$ cat src/rtl/car_spawn_ctrl.sv
// Lane car spawner: paces shift strobes to the car shifter and decides per slot
// whether a car is inserted, enforcing a minimum empty-slot gap between cars.
//
// state | meaning
// IDLE  | game stopped, timing cleared, gap primed so the first slot may load
// RUN   | tick counter advancing, strobe issued at terminal count
// HOLD  | paused, tick counter frozen
module car_spawn_ctrl #(
  parameter int unsigned TICK_MAX = 50,
  parameter int unsigned MIN_GAP  = 2
) (
  input  logic       clk,
  input  logic       reset,
  input  logic       enable,
  input  logic       pause,
  input  logic [8:0] sw,
  input  logic [9:0] random,
  output logic       press,
  output logic       load,
  output logic [7:0] car_count,
  output logic       busy
);

  localparam logic [15:0] TICK_LAST = 16'(TICK_MAX - 1);
  localparam logic [3:0]  GAP_MIN   = 4'(MIN_GAP);

  typedef enum logic [1:0] {IDLE, RUN, HOLD} state_t;

  state_t      state;
  logic [15:0] tick_cnt;
  logic [3:0]  gap_cnt;
  logic        slot_ok;

  assign slot_ok = ({1'b0, sw} > random) && (gap_cnt >= GAP_MIN);

  always_ff @(posedge clk or negedge reset) begin
    if (!reset) begin
      state     <= IDLE;
      tick_cnt  <= '0;
      gap_cnt   <= GAP_MIN;
      press     <= 1'b0;
      load      <= 1'b0;
      car_count <= '0;
      busy      <= 1'b0;
    end else begin
      press <= 1'b0;
      load  <= 1'b0;
      if (!enable) begin
        state    <= IDLE;
        tick_cnt <= '0;
        gap_cnt  <= GAP_MIN;
        busy     <= 1'b0;
      end else begin
        case (state)
          IDLE: begin
            state    <= RUN;
            tick_cnt <= '0;
            busy     <= 1'b1;
          end
          RUN: begin
            busy <= 1'b1;
            if (pause) begin
              // a pause on the terminal-count edge swallows that strobe
              state <= HOLD;
            end else if (tick_cnt == TICK_LAST) begin
              tick_cnt <= '0;
              press    <= 1'b1;
              load     <= slot_ok;
              if (slot_ok) begin
                gap_cnt <= '0;
                if (car_count != 8'hFF) car_count <= car_count + 8'd1;
              end else if (gap_cnt < GAP_MIN) begin
                gap_cnt <= gap_cnt + 4'd1;
              end
            end else begin
              tick_cnt <= tick_cnt + 16'd1;
            end
          end
          HOLD: begin
            busy <= 1'b1;
            if (!pause) state <= RUN;
          end
          default: begin
            state <= IDLE;
            busy  <= 1'b0;
          end
        endcase
      end
    end
  end

endmodule

$ cat config.mk
export PLATFORM = sky130hd
export DESIGN_NAME = car_spawn_ctrl
export DESIGN_NICKNAME = d
export VERILOG_FILES = /design/src/rtl/car_spawn_ctrl.sv
export SDC_FILE = /design/constraint.sdc
export NUM_CORES = 1
export LEC_CHECK = 0
export CORE_MARGIN = 2
export CORE_UTILIZATION = 50
export DETAILED_ROUTE_END_ITERATION = 10
export GPL_TIMING_DRIVEN = 0
export HOLD_SLACK_MARGIN = 0.1
export PLACE_DENSITY = 0.77
export SYNTH_ARGS = -nofsm -noshare
export SYNTH_HDL_FRONTEND = slang
export SYNTH_SLANG_ARGS = --single-unit
$ cat constraint.sdc
create_clock -name clk -period 2.2 [get_ports clk]
set_input_delay 0.44 -clock clk [delete_from_list [all_inputs] [get_ports clk]]
set_output_delay 0.44 -clock clk [all_outputs]
set_load 0.02 [all_outputs]
==> results.py <==
metrics = {
    "placement": {
        "port_buffers": 33,
        "place_ws_ps": -518,
        "place_hpwl_mm": 3.10,
        "gp_congestion": 0.926,
        "post_dp_cell_area_mm2": 0.00240,
    },
    "synthesis": {
        "async_flop_share_pct": 100,
        "yosysTopAreaCell": "dfrtp_1",
        "synth_top_area_share_pct": 39.7,
        "synth.ff_latch_count": 33,
        "synth_area_mm2": 0.00202,
        "netlist_top_cells_count": "dfrtp_1, nor2_1, inv_1, ha_1, nand2_1",
        "seq_area_frac_synth_pct": 41.0,
        "synthCells": 209,
        "synthDistinctLibCells": 46,
        "synth_edf_count": 0,
        "syn_avg_cell_area_um2": 9.64,
        "yosysWarnings": 0,
        "yosys-top-cells-area": "dfrtp_1, ha_1, xor2_1, xnor2_1, nand4_1",
        "synthFlopType": "dfrtp_1",
        "synth_nets": 246,
        "yosysMostFrequentCell": "dfrtp_1",
    },
    "drt": {
        "drt_wl_total_mm": 4.96,
        "drc": 0,
        "drtIter0Drc": 119,
        "via_per_inst": 5.88,
        "drtAntennaViolNets": 0,
        "wl_per_cell_um": 16.1,
        "num_vias": 1816,
        "dr.pass1.iters": 4,
    },
    "timing": {
        "finalSetupViolCount": 0,
        "maxSlewHeadroom_pct": 51.0,
        "finalCriticalPeriod_ps": 2170,
        "drv_slew": 0,
        "setup_slack_ps": 31.5,
        "hold_viol_final": 0,
        "fin_worst_skew_ps": 9.41,
        "min_period_over_period_pct": 98.6,
        "fmax_mhz": 461,
        "setup_tns_ps": 0,
        "worst_pin_slew_ps": 735,
    },
    "final_layout": {
        "antennaDiodeCount": 0,
        "final_area_mm2": 0.00276,
        "area_growth_pct": 36.7,
        "fin_nets": 295,
        "drive_gt1_share_pct": 18.5,
    },
    "setup_path": {
        "r2r_start": "tick_cnt[11]",
        "setup.worst_path.class": "in2reg",
        "rrSetupSlack_ps": 170,
        "crit_path_frequent_cell": "nand4_1",
        "slowest_stage": "clkdlybuf4s50_1",
        "path_max_fanout": 5,
        "max_stage_delay_ps": 400,
        "cp-start-kind": "input port",
        "path_cells": "clkdlybuf4s50_1, ha_1, nand4_1, buf_4, o2111ai_4, nand4_1, mux2_4",
        "crit_family": "buffers and inverters",
        "arrival_ps": 2350,
        "critical_path.startpoint": "sw[2]",
        "critical_path_buf_inv_count": 2,
        "end_kind": "flip-flop",
        "cp_data_required_time_ps": 2390,
    },
    "clocking": {
        "clock_sinks": 33,
        "clk_latency_ps": 300,
        "cts_buffers": 5,
        "ctsHtreeMaxLevel": 2,
        "cts.path.max_buffers": 2,
        "cts_tree": "yes",
        "clk_pin_slew_worst_paths_ps": 70,
        "cts_root_buf": "clkbuf_8",
    },
    "floorplan": {
        "coreArea_mm2": 0.00394,
        "start_util_pct": 51.1,
        "fp.dieArea_mm2": 0.00456,
        "die_h_um": 67.5,
        "ios": 34,
        "row_count": 23,
        "fp.dieW_um": 67.5,
    },
    "power_and_ir_drop": {
        "p_per_area_mw_per_mm2": 554,
        "leakagePower_nw": 1.26,
        "irDropWorstVdd_mv": 0.451,
    },
    "outcome": {
        "status": "finished clean",
    },
    "min_path": {
        "holdCritPathClass": "in2async",
    },
    "grt": {
        "antenna_found_initial": 0,
        "grt_overflow": 0,
        "grt_pass1_wl_mm": 7.19,
        "first_global_vias": 1551,
        "grt_max_degree": 34,
        "grt_use_total_pct": 21.3,
    },
    "flow_run": {
        "cap_violations": 0,
    },
}
[cell families after synthesis]
logic type	Yosys count	share of synthesized area, %
AO/OA/AOI/OAI	30	11.0
XOR/XNOR	19	8.26
adder cells (fa/ha/maj)	14	8.69
buffers and inverters	19	3.91
flip-flops	33	41.0
multiplexers	2	1.06
AND/OR/NAND/NOR	92	26.1
[layer usage]
layer	share of wire (%)	global-route usage (%)
met5	0	0
met4	1.7	9.44
met3	5.8	4.33
met2	47	31.6
met1	45	30.0
[area by class of cell]
class	count	area (µm²)
clock inverter	3	65.1
tap	50	62.6
fill	273	1190
timing repair buffer	42	413
inverter	15	56.3
sequential	33	827
buffer	4	22.5
multi-input combinational	157	1240
clock buffer	5	68.8
[power by group]
part           leakage, nW  switching [mW]  internal (mW)  total, mW
Sequential           0.453         0.00639          0.612      0.619
Clock               0.0681           0.238          0.450      0.688
Combinational        0.743           0.115          0.104      0.220
[cells in the final DEF, fill, tap and decap left out, drive strengths merged, types with 4 or more instances in the layout]
master and count:
nand2 14, buf 11, and4 4, a21o 5, inv 15, o21ai 4, nand4 12, clkdlybuf4s50 24
ha 14, a21oi 5, clkbuf 8, dfrtp 32, xnor2 9, dlymetal6s2s 8, and3 8, nor4 4
nand3 9, xor2 10, and2 4, nor2 19, nor3 5
[registers in the layout, summed over array words and instances, names as in the netlist]
signal,flops
state,2
load,1
busy,1
press,1
gap_cnt,4
tick_cnt,16
car_count,8
[path summary, 6_finish.rpt]
check	endpoint	cells past startpoint
worst max register to register	car_count[1]	5
worst min-delay path	car_count[3]	1
max in group asynchronous	tick_cnt[5]	1
worst min register to register	car_count[6]	1
min in group clk	car_count[6]	1
worst max-delay path	car_count[1]	7
[per-stage QoR]
step | instances | power (mW) | hold WS (ps) | utilization (%)
finish | 309 | 1.53 | 202 | 69.9
floorplan | 209 | 0.718 | 144 | -
detailed placement | 292 | 0.795 | 495 | 61.0
global route | 309 | 1.58 | 254 | 69.9
CTS | 304 | 1.50 | 214 | 66.0
global placement | 292 | 0.793 | 489 | 61.1
[timing repair]
action / 4_1_cts / 5_1_grt
buffers inserted: 4 / 5
pin swaps: 3 / 9
hold buffers: 0 / 0
resized for setup: 6 / 24
endpoints found under the setup margin: 3 / 8
Note: power is estimated with default switching activity, not from simulation.
